===== src/rtl/npu_defines.sv =====
// Shared NPU host-interface definitions.
// Holds the host message codes carried on the item link and the 2-bit host opcode.
// Both the host-side master and the NPU-side item receiver import this package.
package npu_defines;

  // Message codes on the item link. The host master sends only BOOT, ENABLE_CORE,
  // READ_CR and WRITE_CR. The other codes travel from the NPU back to the host.
  typedef enum logic [3:0] {
    MsgBoot        = 4'd0,
    MsgBootDone    = 4'd1,
    MsgEnableCore  = 4'd2,
    MsgCoreEnabled = 4'd3,
    MsgReadCr      = 4'd8,
    MsgWriteCr     = 4'd9,
    MsgCrValue     = 4'd10
  } host_msg_e;

  // Host command opcode presented on cmd_opcode.
  typedef enum logic [1:0] {
    OpBoot       = 2'd0,
    OpEnableCore = 2'd1,
    OpReadCr     = 2'd2,
    OpWriteCr    = 2'd3
  } host_op_e;

  function automatic host_msg_e op_to_msg(host_op_e op);
    host_msg_e msg;
    msg = MsgBoot;
    unique case (op)
      OpBoot:       msg = MsgBoot;
      OpEnableCore: msg = MsgEnableCore;
      OpReadCr:     msg = MsgReadCr;
      OpWriteCr:    msg = MsgWriteCr;
    endcase
    return msg;
  endfunction

  // Opcodes that append a third word (arg1) after the argument word.
  function automatic logic op_has_arg1(host_op_e op);
    return (op == OpBoot) || (op == OpWriteCr);
  endfunction

endpackage


===== src/rtl/npu_item_host_master.sv =====
// Host-side item master for the NPU.
// A host command is turned into a short sequence of item words: the message code,
// then arg0, then arg1 when the opcode needs it. READ_CR then waits for a single
// response item. If no item arrives within TIMEOUT_CYCLES cycles, the read
// completes with an error instead.
//
// Ports:
//   clk, reset                 clock; asynchronous active-low reset
//   cmd_valid/cmd_ready        host command handshake (ready only when idle)
//   cmd_opcode/arg0/arg1       command fields, latched on acceptance
//   item_data_o/item_valid_o   outgoing item word, registered, held until item_avail_i
//   item_avail_i               NPU accepts the outgoing word this cycle
//   item_data_i/item_valid_i   incoming response item (used only while waiting)
//   item_avail_o               asserted only while waiting for a read response
//   rsp_valid/rsp_error        one-cycle completion pulse for READ_CR; error = timeout
//   rsp_data                   last read value (0 after a timeout), held between reads
module npu_item_host_master
  import npu_defines::*;
#(
  parameter int unsigned ITEM_w         = 32,
  parameter int unsigned TIMEOUT_CYCLES = 1024
) (
  input  logic              clk,
  input  logic              reset,
  input  logic              cmd_valid,
  output logic              cmd_ready,
  input  logic [1:0]        cmd_opcode,
  input  logic [ITEM_w-1:0] cmd_arg0,
  input  logic [ITEM_w-1:0] cmd_arg1,
  output logic [ITEM_w-1:0] item_data_o,
  output logic              item_valid_o,
  input  logic              item_avail_i,
  input  logic [ITEM_w-1:0] item_data_i,
  input  logic              item_valid_i,
  output logic              item_avail_o,
  output logic              rsp_valid,
  output logic [ITEM_w-1:0] rsp_data,
  output logic              rsp_error
);

  localparam int unsigned CntW = (TIMEOUT_CYCLES > 1) ? $clog2(TIMEOUT_CYCLES) : 1;
  localparam logic [CntW-1:0] CntLast = CntW'(TIMEOUT_CYCLES - 1);

  typedef enum logic [2:0] {
    StIdle,
    StSendOpcode,
    StSendArg0,
    StSendArg1,
    StWaitRsp,
    StResp
  } state_e;

  state_e            state_q, state_d;
  host_op_e          op_q, op_d;
  logic [ITEM_w-1:0] arg0_q, arg0_d;
  logic [ITEM_w-1:0] arg1_q, arg1_d;
  logic [ITEM_w-1:0] item_data_q, item_data_d;
  logic              item_valid_q, item_valid_d;
  logic [CntW-1:0]   cnt_q, cnt_d;
  logic [ITEM_w-1:0] rsp_data_q, rsp_data_d;
  logic              err_q, err_d;
  // Keeps cmd_ready low while reset is asserted and until the first clock after release.
  logic              rdy_q;
  logic [3:0]        msg_code;

  assign msg_code = op_to_msg(host_op_e'(cmd_opcode));

  always_ff @(posedge clk or negedge reset) begin
    if (!reset) begin
      state_q      <= StIdle;
      op_q         <= OpBoot;
      arg0_q       <= '0;
      arg1_q       <= '0;
      item_data_q  <= '0;
      item_valid_q <= 1'b0;
      cnt_q        <= '0;
      rsp_data_q   <= '0;
      err_q        <= 1'b0;
      rdy_q        <= 1'b0;
    end else begin
      state_q      <= state_d;
      op_q         <= op_d;
      arg0_q       <= arg0_d;
      arg1_q       <= arg1_d;
      item_data_q  <= item_data_d;
      item_valid_q <= item_valid_d;
      cnt_q        <= cnt_d;
      rsp_data_q   <= rsp_data_d;
      err_q        <= err_d;
      rdy_q        <= 1'b1;
    end
  end

  always_comb begin
    state_d      = state_q;
    op_d         = op_q;
    arg0_d       = arg0_q;
    arg1_d       = arg1_q;
    item_data_d  = item_data_q;
    item_valid_d = item_valid_q;
    cnt_d        = cnt_q;
    rsp_data_d   = rsp_data_q;
    err_d        = err_q;

    unique case (state_q)
      StIdle: begin
        if (cmd_valid && rdy_q) begin
          op_d         = host_op_e'(cmd_opcode);
          arg0_d       = cmd_arg0;
          arg1_d       = cmd_arg1;
          item_data_d  = ITEM_w'(msg_code);
          item_valid_d = 1'b1;
          state_d      = StSendOpcode;
        end
      end
      StSendOpcode: begin
        if (item_avail_i) begin
          item_data_d = arg0_q;
          state_d     = StSendArg0;
        end
      end
      StSendArg0: begin
        if (item_avail_i) begin
          if (op_has_arg1(op_q)) begin
            item_data_d = arg1_q;
            state_d     = StSendArg1;
          end else begin
            item_valid_d = 1'b0;
            if (op_q == OpReadCr) begin
              cnt_d   = '0;
              state_d = StWaitRsp;
            end else begin
              state_d = StIdle;
            end
          end
        end
      end
      StSendArg1: begin
        if (item_avail_i) begin
          item_valid_d = 1'b0;
          state_d      = StIdle;
        end
      end
      StWaitRsp: begin
        // A response arriving in the expiry cycle wins over the timeout.
        if (item_valid_i) begin
          rsp_data_d = item_data_i;
          err_d      = 1'b0;
          state_d    = StResp;
        end else if (cnt_q == CntLast) begin
          rsp_data_d = '0;
          err_d      = 1'b1;
          state_d    = StResp;
        end else begin
          cnt_d = cnt_q + 1'b1;
        end
      end
      StResp: begin
        state_d = StIdle;
      end
      default: begin
        state_d = StIdle;
      end
    endcase
  end

  assign cmd_ready    = (state_q == StIdle) && rdy_q;
  assign item_data_o  = item_data_q;
  assign item_valid_o = item_valid_q;
  assign item_avail_o = (state_q == StWaitRsp);
  assign rsp_valid    = (state_q == StResp);
  assign rsp_error    = (state_q == StResp) && err_q;
  assign rsp_data     = rsp_data_q;

endmodule


===== config.mk =====
export PLATFORM = sky130hd
export DESIGN_NAME = npu_item_host_master
export DESIGN_NICKNAME = d
export VERILOG_FILES = /design/src/rtl/npu_defines.sv /design/src/rtl/npu_item_host_master.sv
export SDC_FILE = /design/constraint.sdc
export NUM_CORES = 1
export LEC_CHECK = 0
export ABC_AREA = 1
export BUFFER_PORTS_ARGS = -buffer_cell sky130_fd_sc_hd__buf_2
export CAP_MARGIN = 20
export CORE_ASPECT_RATIO = 0.6
export CORE_MARGIN = 10
export CORE_UTILIZATION = 41
export DETAILED_ROUTE_END_ITERATION = 12
export PLACE_DENSITY = 0.76
export SYNTH_ARGS = -nofsm -noshare
export SYNTH_HDL_FRONTEND = slang
export SYNTH_SLANG_ARGS = --single-unit

===== constraint.sdc =====
create_clock -name clk -period 1.7 [get_ports clk]
set_input_delay 0 -clock clk [delete_from_list [all_inputs] [get_ports clk]]
set_output_delay 0 -clock clk [all_outputs]
set_load 0.01 [all_outputs]

# Word-level counts from Yosys, hierarchy flattened

Index checks and enable logic that the tools add are counted.

Input bits: 103
Output and inout bits: 69
Flip-flop bits (word level): 146
Word-level logic and storage cells: 79

Muxes and demuxes: 30
Reduce and logical (&&, ||, !) cells: 17
$add $sub $neg: 1
Equal/unequal tests: 21

Operators with widths:

| operator                                                                 | count |
|---|---|
| 32-bit two-way mux                                                       | 6 |
| 32-bit case mux with 3 select lines                                      | 1 |
| 10-bit two-way mux                                                       | 5 |
| 3-bit two-way mux                                                        | 8 |
| 10-bit case mux with 2 select lines                                      | 1 |
| 2-bit inequality test (second input constant)                            | 9 |
| 4-bit case mux with 4 select lines                                       | 1 |
| 3-bit case mux with 5 select lines                                       | 1 |
| 5-bit AND reduction                                                      | 3 |
| 10-bit by 1-bit adder with 10-bit output (second input constant)         | 1 |
| 10-bit equality test (second input constant)                             | 1 |
| 2-bit equality test (second input constant)                              | 4 |
| 3-bit by 2-bit equality test with 1-bit output (second input constant)   | 2 |
| 3-bit equality test (second input constant)                              | 2 |
| 1-bit two-way mux                                                        | 6 |
| 6-bit AND reduction                                                      | 1 |
| 3-bit nonzero test                                                       | 2 |
| 2-bit zero test                                                          | 2 |
| 2-bit AND reduction                                                      | 2 |
| 2-bit nonzero test                                                       | 2 |
| 3-bit by 1-bit equality test with 1-bit output (second input constant)   | 1 |
| 1-bit logical AND                                                        | 3 |
| 3-bit zero test                                                          | 1 |
| 3-bit by 2-bit inequality test with 1-bit output (second input constant) | 1 |
| other kinds (3)                                                          | 3 |

# Depth between registers and ports, before layout

Depth in word-level cells: 5
Depth in mapped cells: 10
Depth with buffers taken out: 9

# Worst setup path after synthesis

OpenSTA, ideal clock, no wires.

Kind: flip-flop to flip-flop
From: reg cnt_q[0]
To: reg cnt_q[6]
Setup slack: 182 ps
Arrival time: 1,401 ps
Required time: 1,583 ps
Library setup time: 117 ps
Clock period less this slack: 1,518 ps
Stages on the path, launching flop included: 10
Path buffers: 1
Cells stage by stage: dfrtp_1 > ha_1 > nand2_1 > nor2_1 > nand3_1 > nand2_1 > nand2_2 > buf_2 > nand3_1 > nand2_1

Cells in the longest elaborated chain, start to end: 4
Elaborated cells between the ends (all ways): 7
Those cells by class: 1 x add/sub; 2 x eq/ne; 3 x mux; 1 x reduce/logical

Ends and longest elaborated chain:

| what                                     | line                        | text |
|---|---|---|
| start, declared                          | npu_item_host_master.sv:59  | `logic [CntW-1:0] cnt_q, cnt_d;` |
| start signal, assigned                   | npu_item_host_master.sv:87  | `cnt_q <= cnt_d;` |
| 10-bit by 1-bit adder with 10-bit output | npu_item_host_master.sv:155 | `cnt_d = cnt_q + 1'b1;` |
| 10-bit two-way mux                       | npu_item_host_master.sv:150 | `end else if (cnt_q == CntLast) begin` |
| 10-bit two-way mux                       | npu_item_host_master.sv:146 | `if (item_valid_i) begin` |
| 10-bit case mux with 2 select lines      | npu_item_host_master.sv:105 | `unique case (state_q)` |

Several ways; a longest one is shown, not always the timed one. The select of a mux whose other input is x is not followed.
A chain may end at the register's enable or synchronous reset.

# Final worst setup path

From: reg state_q[0]
To: reg arg0_q[16]

Cells in the longest elaborated chain, start to end: 2

Ends and longest elaborated chain:

| what                          | line                        | text |
|---|---|---|
| start, declared               | npu_item_host_master.sv:53  | `state_e state_q, state_d;` |
| start signal, assigned        | npu_item_host_master.sv:70  | `state_q <= StIdle;` |
| start signal, assigned        | npu_item_host_master.sv:81  | `state_q <= state_d;` |
| 3-bit zero test               | npu_item_host_master.sv:105 |  |
| 2-bit AND reduction (no line) | n/a                         |  |
| end signal, assigned          | npu_item_host_master.sv:83  | `arg0_q <= arg0_d;` |
| end, declared                 | npu_item_host_master.sv:55  | `logic [ITEM_w-1:0] arg0_q, arg0_d;` |

Every way passes these cells.

==> flow_summary.ini <==
[clock_network]
cts_tree = yes
cts.sinks = 146
clk-insertion-delay-late_ns = 0.42
root_buffer = clkbuf_16
htree_levels = 4
numCtsBuffers = 17
path_clk_slew_ns = 0.07
cts_max_path_buffers = 2

[drt]
ant_nets = 0
wl_met1_mm = 9.48
met3_length_mm = 1.81
drtPass1Iterations = 5
num_vias = 6290
routed-wl-met2_mm = 9.79
wire_per_inst_um = 16.7
highest-signal-layer = met4
totalWireLength_mm = 21.5
drt_iter0_markers = 679
drc_errors = 0
viasPerCell = 4.90

[logic_synthesis]
ys_seq_area_frac = 0.577
syn_inst = 771
synth_seq_cells = 146
syn_area_per_cell_um2 = 8.22
ys.warnings.count = 0
synth_cell_types = 24
netlist_area_mm2 = 0.00633
synth_nets = 876

[place]
port_buffers = 171
hpwl_mm = 13.0
place_congestion = 0.897
dp_cells = 1134

[setup_path]
critPathBufInv = 3
crit_slowest_cell = dfrtp_2
cp_max_fo = 25
max_stage_delay_ns = 0.45
crit_type = reg -> reg
end_kind = register
required_ns = 2.03
path_delay_family = flip-flops
cp_cell_sequence = inv_4 > nand2_2 > nor3b_4 > buf_6 > nand2_8 > buf_12 > a21oi_1
critPathLaunchType = register
worst-endpoint-arrival_ns = 1.96

[floorplan]
die_area_mm2 = 0.0210
fp-row-count = 35
die_h_um = 116
start_util = 0.416
core_area_mm2 = 0.0152
ios = 172
die_x_um = 180

[sta]
finalCritPeriodShare = 0.964
timing.final.crit_period_ns = 1.64
fmax_mhz = 611
maxSlewHeadroom = 0.511
rsz0062_at_grt = yes
finClkSkew_ns = 0.0157
final-setup-viol-count = 0
slew_viol_final = 0
hold_viol = 0
tightest_slew_ns = 0.730

[cells_and_area]
fin_cells = 1284
syn2layout_area_growth_pct = 48.3
final_nets = 1171
drive_gt1_frac = 0.249
final.fill_count = 1253

[global_route]
antenna_found_initial = 2
grt_pass1_wl_mm = 33.7
grt_max_degree = 64
grt_pass1_vias = 6423
overflow = 0
grt_usage = 0.198

[flow_run]
maxCapViolCount = 0

[pwr]
vdd_ir_drop_max_mv = 0.827
power.density_mw_per_mm2 = 1590
finalPower_mw = 14.9
leakagePower_nw = 5.10

[run_status]
status = finished, final reports clean

[hold_path]
hold_class = in -> reg
-- cells by family after synthesis --
family	synth area share
compound gates	0.0569
fa+ha+maj	0.00395
buf+inv	0.0508
other cells	0.000592
xor+xnor	0.00138
simple gates	0.310
flops	0.577
-- sequential cells by signal (all words and copies together), names as in the netlist, 2 cells and up --
name	flops
arg0_q	32
arg1_q	32
cnt_q	10
item_data_o	32
op_q	2
rsp_data	32
state_q	3
-- report_power, final --
part,internal (mW),leakage (nW),switching (mW),total (mW)
Clock,2.06,0.265,1.62,3.68
Combinational,2.25,3.00,3.33,5.58
Sequential,4.89,1.83,0.775,5.67
Total,9.20,5.10,5.72,14.9
-- cell type report --
type	instances	area [um2]	share of cell area
Timing Repair Buffer	314	2360	0.251
Antenna cell	2	5.00	0.000533
Tap cell	203	254	0.0270
Sequential cell	146	3650	0.389
Inverter	35	134	0.0143
Clock inverter	14	148	0.0157
Multi-Input combinational cell	552	2410	0.256
Clock buffer	18	429	0.0457
-- final timing paths --
kind | from | to | slack [ns] | cells past startpoint
worst max-delay path | state_q[0]$_DFFE_PN0P_ | arg0_q[16]$_DFFE_PN0P_ | 0.06 | 7
worst min-delay path | item_avail_i | state_q[1]$_DFFE_PN0P_ | 0.01 | 4
worst max register to register | state_q[0]$_DFFE_PN0P_ | arg0_q[16]$_DFFE_PN0P_ | 0.06 | 7
worst min register to register | rsp_data[23]$_DFFE_PN0P_ | rsp_data[23]$_DFFE_PN0P_ | 0.47 | 2
max in group asynchronous | reset | item_data_o[26]$_DFFE_PN0P_ | 0.44 | 3
min in group asynchronous | reset | item_data_o[2]$_DFFE_PN0P_ | 0.18 | 3
-- synth_stat cells --
cell	number	area, um2
inv_2	5	18.8
ha_1	2	25.0
o21ai_0	27	135
o21a_1	1	7.51
nand2_2	4	25.0
a21oi_1	26	130
clkbuf_1	13	48.8
buf_1	2	7.51
dfrtp_1	146	3650
conb_1	1	3.75
buf_6	3	33.8
nand2_1	362	1360
nor2_4	2	22.5
xnor2_1	1	8.76
nor3b_2	1	12.5
nor3b_1	2	15.0
a22o_1	10	87.6
nand4_1	3	18.8
inv_1	30	113
buf_2	20	100
nand3b_1	1	7.51
nor2_1	43	161
nand3_1	64	320
nand3_2	2	20.0
-- through the flow --
| stage | TNS (ns) | setup WS (ns) | utilization | instance area, um2 | hold slack [ns] |
|---|---|---|---|---|---|
| floorplan | 0 | 0.182 | - | 6330 | -0.296 |
| global placement | 0 | 0.111 | 0.496 | 7560 | -0.143 |
| detailed placement | 0 | 0.0837 | 0.496 | 7560 | -0.142 |
| CTS | 0 | 0.00114 | 0.607 | 9260 | 0.00293 |
| global route | -0.174 | -0.0485 | 0.616 | 9390 | 0.0508 |
| finish | 0 | 0.0620 | 0.616 | 9390 | 0.0149 |
-- placed cells by master, fill, tap and decap left out, types with 2 or more instances in the layout --
cell type and instances:
nor3b_1 2, clkinvlp_4 5, dlygate4sd3_1 102, diode_2 2, a22o_1 10, nand2_2 5, a21oi_2 2, nand4_1 3
inv_2 5, nor2_1 37, inv_1 29, dfrtp_1 145, nor2_4 2, nand2_1 360, nor2_2 6, buf_6 4
buf_12 8, ha_1 2, a21oi_1 24, clkbuf_16 19, buf_4 27, nand3_1 64, o21ai_0 26, buf_2 170
nand3_2 2, inv_6 5
-- what timing repair did --
| item | in CTS | in global routing |
|---|---|---|
| cloned | 2 | 4 |
| resized for setup | 5 | 13 |
| endpoints found under the setup margin | 1 | 71 |
| buffers inserted | 3 | 7 |
| endpoints found under the hold margin | 246 | 0 |
| pin swaps | 1 | 2 |
| hold buffers | 102 | 0 |
-- worst min-delay path, cell delays in order --
cell and delay, ns:
buf_2 0.12, inv_1 0.07, nand2_1 0.09, o21ai_0 0.09
-- layer usage --
metal | global-route usage | vias up
met5 | 0 | -
met4 | 0.0664 | 0
met3 | 0.0640 | 34
met2 | 0.315 | 238
met1 | 0.252 | 2995
li1 | - | 3023
(Power assumes the default switching activity.)
